$ cat config.mk
export PLATFORM = sky130hd
export DESIGN_NAME = ef_sar_adc_seq_ctrl
export DESIGN_NICKNAME = d
export VERILOG_FILES = /design/src/rtl/ef_sar_adc_seq_ctrl.sv
export SDC_FILE = /design/constraint.sdc
export NUM_CORES = 1
export LEC_CHECK = 0
export CAP_MARGIN = 20
export CORE_MARGIN = 1.5
export CORE_UTILIZATION = 50
export DETAILED_ROUTE_END_ITERATION = 7
export PLACE_DENSITY = 0.77
export SYNTH_ARGS = -nofsm -noshare
export SYNTH_HDL_FRONTEND = slang
export SYNTH_SLANG_ARGS = --single-unit
export TNS_END_PERCENT = 100
$ cat constraint.sdc
create_clock -name clk -period 4.1 [get_ports clk]
set_input_delay 0.41 -clock clk [delete_from_list [all_inputs] [get_ports clk]]
set_output_delay 0.41 -clock clk [all_outputs]
set_load 0.05 [all_outputs]
$ cat src/rtl/ef_sar_adc_seq_ctrl.sv
// ef_sar_adc_seq_ctrl
// Digital controller for a successive-approximation ADC with a channel
// sequencer and a show-ahead result FIFO.
//
// Ports
//   clk, rst_n      : clock (rising edge), asynchronous active-low reset
//   en              : block enable; dropping it aborts any conversion
//   clkdiv          : SAR tick divider (tick every clkdiv+1 cycles)
//   swidth          : sample phase length in ticks minus one
//   soc             : start of conversion, rising-edge sensitive
//   seq_en, seq     : sequencer mode and entry table {stop, channel} per entry
//   ch_sel_in       : channel used when seq_en=0
//   cmp             : comparator, 1 = input >= dac_data
//   sample_n        : 0 = track, 1 = hold
//   dac_data        : SAR trial word / final result
//   ch_sel_out      : analog mux select, latched when sampling starts
//   eoc             : one-cycle pulse in the DONE state
//   rd, data        : FIFO pop and show-ahead head {channel, result}
//   fifo_level/empty/full/threshold/above : FIFO status
//   ovf, ovf_clr    : sticky overrun flag and its clear
//   state_dbg       : current FSM state (0 IDLE, 1 SAMPLE, 2 CONVERT, 3 DONE)
//
// FIFO handshake: a push happens in every DONE cycle; rd pops the head only
// while fifo_empty=0 (rd on empty is ignored). A push into a full FIFO
// succeeds only when a pop happens in the same cycle; otherwise the sample
// is dropped and ovf is set.
module ef_sar_adc_seq_ctrl #(
  parameter int RES     = 10,
  parameter int CH_W    = 3,
  parameter int SEQ_N   = 8,
  parameter int FIFO_AW = 4
) (
  input  logic                      clk,
  input  logic                      rst_n,
  input  logic                      en,
  input  logic [7:0]                clkdiv,
  input  logic [3:0]                swidth,
  input  logic                      soc,
  input  logic                      seq_en,
  input  logic [SEQ_N*(CH_W+1)-1:0] seq,
  input  logic [CH_W-1:0]           ch_sel_in,
  input  logic                      cmp,
  output logic                      sample_n,
  output logic [RES-1:0]            dac_data,
  output logic [CH_W-1:0]           ch_sel_out,
  output logic                      eoc,
  input  logic                      rd,
  output logic [RES+CH_W-1:0]       data,
  output logic [FIFO_AW:0]          fifo_level,
  output logic                      fifo_empty,
  output logic                      fifo_full,
  input  logic [FIFO_AW:0]          fifo_threshold,
  output logic                      fifo_above,
  output logic                      ovf,
  input  logic                      ovf_clr,
  output logic [1:0]                state_dbg
);

  localparam int E     = CH_W + 1;
  localparam int IW    = $clog2(SEQ_N);
  localparam int BW    = $clog2(RES);
  localparam int DEPTH = 1 << FIFO_AW;
  localparam int DW    = RES + CH_W;
  localparam logic [RES-1:0] MSB = {1'b1, {(RES-1){1'b0}}};

  typedef enum logic [1:0] {
    S_IDLE    = 2'd0,
    S_SAMPLE  = 2'd1,
    S_CONVERT = 2'd2,
    S_DONE    = 2'd3
  } state_t;

  state_t          state, state_nxt;
  logic [7:0]      div_cnt;
  logic            tick;
  logic            soc_q, soc_rise;
  logic [3:0]      samp_cnt;
  logic [BW-1:0]   bit_cnt;
  logic [IW-1:0]   idx, idx_nxt;
  logic            cur_stop;
  logic [CH_W-1:0] ch_pick;

  assign soc_rise = soc & ~soc_q;
  assign tick     = ((state == S_SAMPLE) || (state == S_CONVERT)) && (div_cnt == clkdiv);
  assign cur_stop = seq[int'(idx)*E + CH_W];

  // ---------------- FSM ----------------
  always_ff @(posedge clk or negedge rst_n) begin
    if (!rst_n) state <= S_IDLE;
    else        state <= state_nxt;
  end

  always_comb begin
    state_nxt = state;
    idx_nxt   = idx;
    if (!en) begin
      state_nxt = S_IDLE;
      idx_nxt   = '0;
    end else begin
      case (state)
        S_IDLE:    if (soc_rise) state_nxt = S_SAMPLE;
        S_SAMPLE:  if (tick && (samp_cnt == swidth)) state_nxt = S_CONVERT;
        S_CONVERT: if (tick && (bit_cnt == '0)) state_nxt = S_DONE;
        S_DONE: begin
          if (!seq_en || cur_stop) begin
            state_nxt = S_IDLE;
            idx_nxt   = '0;
          end else begin
            state_nxt = S_SAMPLE;
            idx_nxt   = (idx == IW'(SEQ_N-1)) ? '0 : idx + 1'b1;
          end
        end
        default:   state_nxt = S_IDLE;
      endcase
    end
  end

  // Channel for the SAMPLE phase being entered; uses the post-DONE index.
  assign ch_pick = seq_en ? seq[int'(idx_nxt)*E +: CH_W] : ch_sel_in;

  assign sample_n  = (state != S_SAMPLE);
  assign eoc       = (state == S_DONE);
  assign state_dbg = state;

  // ---------------- datapath ----------------
  always_ff @(posedge clk or negedge rst_n) begin
    if (!rst_n) begin
      soc_q      <= 1'b0;
      div_cnt    <= '0;
      samp_cnt   <= '0;
      bit_cnt    <= '0;
      idx        <= '0;
      dac_data   <= '0;
      ch_sel_out <= '0;
    end else begin
      soc_q <= soc;
      idx   <= idx_nxt;

      // Divider is held at zero in IDLE and DONE so every SAMPLE and
      // CONVERT phase starts on a fresh tick boundary.
      if ((state == S_SAMPLE) || (state == S_CONVERT))
        div_cnt <= tick ? 8'd0 : div_cnt + 8'd1;
      else
        div_cnt <= '0;

      if (state != S_SAMPLE) samp_cnt <= '0;
      else if (tick)         samp_cnt <= samp_cnt + 4'd1;

      if ((state != S_SAMPLE) && (state_nxt == S_SAMPLE))
        ch_sel_out <= ch_pick;

      if (!en) begin
        dac_data <= '0;
      end else if ((state == S_SAMPLE) && (state_nxt == S_CONVERT)) begin
        dac_data <= MSB;
        bit_cnt  <= BW'(RES-1);
      end else if ((state == S_CONVERT) && tick) begin
        // Resolve the current trial bit, then set the next lower trial bit.
        dac_data[bit_cnt] <= cmp;
        if (bit_cnt != '0) begin
          dac_data[bit_cnt - 1'b1] <= 1'b1;
          bit_cnt                  <= bit_cnt - 1'b1;
        end
      end
    end
  end

  // ---------------- result FIFO ----------------
  logic [DW-1:0]      mem [DEPTH];
  logic [FIFO_AW-1:0] wr_ptr, rd_ptr;
  logic               push, do_rd, do_wr;

  assign push       = (state == S_DONE);
  assign fifo_empty = (fifo_level == '0);
  assign fifo_full  = (fifo_level == (FIFO_AW+1)'(DEPTH));
  assign do_rd      = rd && !fifo_empty;
  assign do_wr      = push && (!fifo_full || do_rd);
  assign data       = fifo_empty ? '0 : mem[rd_ptr];
  assign fifo_above = (fifo_level > fifo_threshold);

  always_ff @(posedge clk) begin
    if (do_wr) mem[wr_ptr] <= {ch_sel_out, dac_data};
  end

  always_ff @(posedge clk or negedge rst_n) begin
    if (!rst_n) begin
      wr_ptr     <= '0;
      rd_ptr     <= '0;
      fifo_level <= '0;
      ovf        <= 1'b0;
    end else begin
      if (do_wr) wr_ptr <= wr_ptr + 1'b1;
      if (do_rd) rd_ptr <= rd_ptr + 1'b1;
      case ({do_wr, do_rd})
        2'b10:   fifo_level <= fifo_level + 1'b1;
        2'b01:   fifo_level <= fifo_level - 1'b1;
        default: fifo_level <= fifo_level;
      endcase
      // Set has priority over clear.
      if (push && fifo_full && !do_rd) ovf <= 1'b1;
      else if (ovf_clr)                ovf <= 1'b0;
    end
  end

endmodule

==> impl_metrics.csv <==
group,metric,value,unit
run_status,status,"finished clean",
routing,vias_per_cell,5.75,
place,hpwl,15.1,mm
yosys,syn_inst,692,
floorplan,rows,55,
clock_tree,clock_sinks,257,
yosys,ys_warn_count,0,
floorplan,core_area,22600,um^2
routing,highest_layer,"met4",
clock_tree,clk_pin_slew,0.07,ns
routing,drt_iter0_markers,435,
timing,timing.slew.headroom,31.1,%
clock_tree,clk_latency,0.52,ns
clock_tree,ctsHoldBuffers,0,
timing,timing.fmax,0.262,GHz
timing,hold_slack,0.00825,ns
global_routing,grt_pass1_vias,6529,
yosys,synth.avg_cell_area,16.6,um^2
pwr,power_density,619,nW/um^2
pwr,leakagePower,4.47,nW
timing,finalSetupTns,0,ns
yosys,synth_nets,780,
clock_tree,post_cts_buffers,0,
yosys,ys_top_cells_by_area,"edfxtp_1, mux4_2, dfrtp_1",
floorplan,die_y,154,um
yosys,synth.distinct_cells,64,
routing,wl_met2,12.3,mm
timing,finalHoldViolCount,0,
timing,final.min_clock_period,3.82,ns
timing,min_period_over_period,93.1,%
routing,routedLengthMet1,10.3,mm
global_routing,grt-ovfl-total,0,
clock_tree,cts_buffer_depth,3,
worst_setup_path,cp-start-kind,"flop",
yosys,synth_area,11500,um^2
routing,vias,6359,
timing,tightest_slew,1.03,ns
yosys,synth_flop_cell,"edfxtp_1",
worst_setup_path,critPathArrivalTime,3.41,ns
routing,wl_per_cell,22.0,um
routing,wl,24.3,mm
timing,clock_skew,0.0115,ns
worst_setup_path,end_kind,"output port",
layout,diodes,0,
worst_setup_path,critical-path-max-stage-delay,0.70,ns
worst_setup_path,crit_top_cell,"mux4_2",
worst_setup_path,reg2reg_setup_slack,1.08,ns
routing,detail-route-antenna-nets,0,
place,port_buffers,98,
yosys,yosysMostFrequentCell,"edfxtp_1",
clock_tree,cts_resized,0,
layout,nets,888,
worst_setup_path,rr_endpoint,"mem[2][5]",
floorplan,die_w,154,um
yosys,ys_ff_latch,257,
layout,area_growth,19.1,%
worst_setup_path,r2r_cells,4,
global_routing,antenna_found_initial,0,
worst_setup_path,crit_type,"reg2out",
yosys,async_reset_ff_share,19.1,%
routing,dr.pass1.iters,6,
clock_tree,ctsRootBufferMaster,"clkbuf_16",
routing,dr_wl_met3,1.32,mm
timing,rsz0062_at_grt,"false",
job,drv_cap,0,
global_routing,grt_pass1_wl,37.8,mm
worst_setup_path,required,3.69,ns
routing,drc,0,
layout,drive_above_1_share,17.2,%
floorplan,ios,99,
global_routing,grt_start_max_net_pins,38,
clock_tree,cts_tree,"done",
yosys,synth_top_area_share,54.5,%
worst_setup_path,cp_max_fo,16,
yosys,synth_edf_count,208,
hold_path,holdCritPathClass,"in2async",
timing,setup_viol,0,
worst_setup_path,crit_start,"rd_ptr[0]",
timing,slew_violations,0,
floorplan,dieArea,23800,um^2
worst_setup_path,crit_chain,"buf_4 > mux4_2 > mux4_2 > nor2b_1 > clkdlybuf4s50_1",
worst_setup_path,r2r_start,"state_dbg[1]",
worst_setup_path,critical_path.endpoint,"data[0]",
layout,fill_cells,1697,
clock_tree,htree_levels,1,
yosys,yosys-top-cells-count,"edfxtp_1, mux4_2, dfrtp_1",
pwr,vdd_drop_max,0.322,mV
clock_tree,cts_made_buffers,26,
yosys,ys_seq_area_share,65.2,%
place,globalplace.congestion,0.864,
floorplan,initial_core_util,50.8,%
worst_setup_path,cp_slowest_cell,"clkdlybuf4s50_1",
global_routing,grt_use_total,20.9,%
yosys,synth_top_area_cell,"edfxtp_1",
-- critical path: cells and delay by family (launching register included) --
kind / cells / cell delay, ns
buffers and inverters: 2 / 1.04
flip-flops: 1 / 0.63
multiplexers: 2 / 1.05
AND/OR/NAND/NOR: 1 / 0.15
-- placed cells by master, fill, tap and decap left out, types with 6 or more instances in the layout --
| cell type | instances |
|---|---|
| nand2b_1 | 7 |
| o21ai_0 | 10 |
| dfrtp_1 | 47 |
| mux2i_1 | 9 |
| clkdlybuf4s50_1 | 97 |
| a21oi_1 | 23 |
| xnor2_1 | 22 |
| mux4_2 | 66 |
| ha_1 | 27 |
| nor2b_1 | 23 |
| and2_1 | 18 |
| nor3_1 | 9 |
| edfxtp_1 | 208 |
| bufinv_16 | 6 |
| nand2_1 | 36 |
| nand3_1 | 12 |
| clkbuf_16 | 27 |
| inv_1 | 23 |
| nor2_1 | 38 |
| xor2_1 | 10 |
| buf_4 | 7 |
-- stage by stage --
step                std cells  setup WS [ns]  utilization [%]  power [mW]  cell area [um^2]
finish                   1105          0.283             60.4        8.44             13600
global route             1105          0.181             60.4        8.79             13600
CTS                      1105          0.230             60.4        8.49             13600
detailed placement       1057          0.811             56.3        5.92             12700
global placement         1057          0.853             56.3        5.87             12700
floorplan                 692           1.11                -        5.18             11500
-- worst min path at each step --
stage                         start    endpoint  slack, ns  depth (start not counted)
after detailed placement        ovf         ovf       0.53                          2
final                         rst_n      idx[1]      0.008                          1
after global placement    wr_ptr[3]   wr_ptr[3]       0.51                          1
after CTS                     rst_n      idx[2]       0.03                          1
after floorplan               rst_n  bit_cnt[0]       0.11                          0
after global routing          rst_n      idx[1]       0.09                          1
-- area by class of cell --
class | instances | area, um^2 | share of cell area [%]
sequential | 257 | 7480 | 54.8
inverter | 24 | 92.6 | 0.679
tap | 285 | 357 | 2.61
timing repair buffer | 107 | 1070 | 7.83
clock inverter | 18 | 255 | 1.87
multi-input combinational | 384 | 3710 | 27.2
clock buffer | 30 | 687 | 5.03
-- report_power, final --
group | switching [mW] | internal, mW
logic | 1.32 | 1.14
clock network | 0.989 | 1.59
registers | 0.394 | 3.01
-- sequential cells by signal (all words and copies together), names as in the netlist --
signal / flops
wr_ptr: 4
samp_cnt: 4
rd_ptr: 4
idx: 3
ch_sel_out: 3
soc_q: 1
mem: 208
dac_data: 10
state_dbg: 2
ovf: 1
fifo_level: 5
div_cnt: 8
bit_cnt: 4
-- cells by family after synthesis --
kind of cell / Yosys count / synth area share, %
AOI/OAI and AO/OA: 75 / 4.51
and+or+nand+nor: 168 / 7.79
xor gates and xnor gates: 35 / 2.87
muxes: 78 / 14.1
adders and majority gates: 28 / 3.12
DFF: 257 / 65.2
buffers and inverters: 51 / 2.42
-- layer usage --
layer  vias up  track usage (%)
met5         -                0
met4         0             5.22
met3        34             2.91
met2       219             36.0
met1      3219             28.4
li1       2887                -
Note: power is estimated with default switching activity, not from simulation.
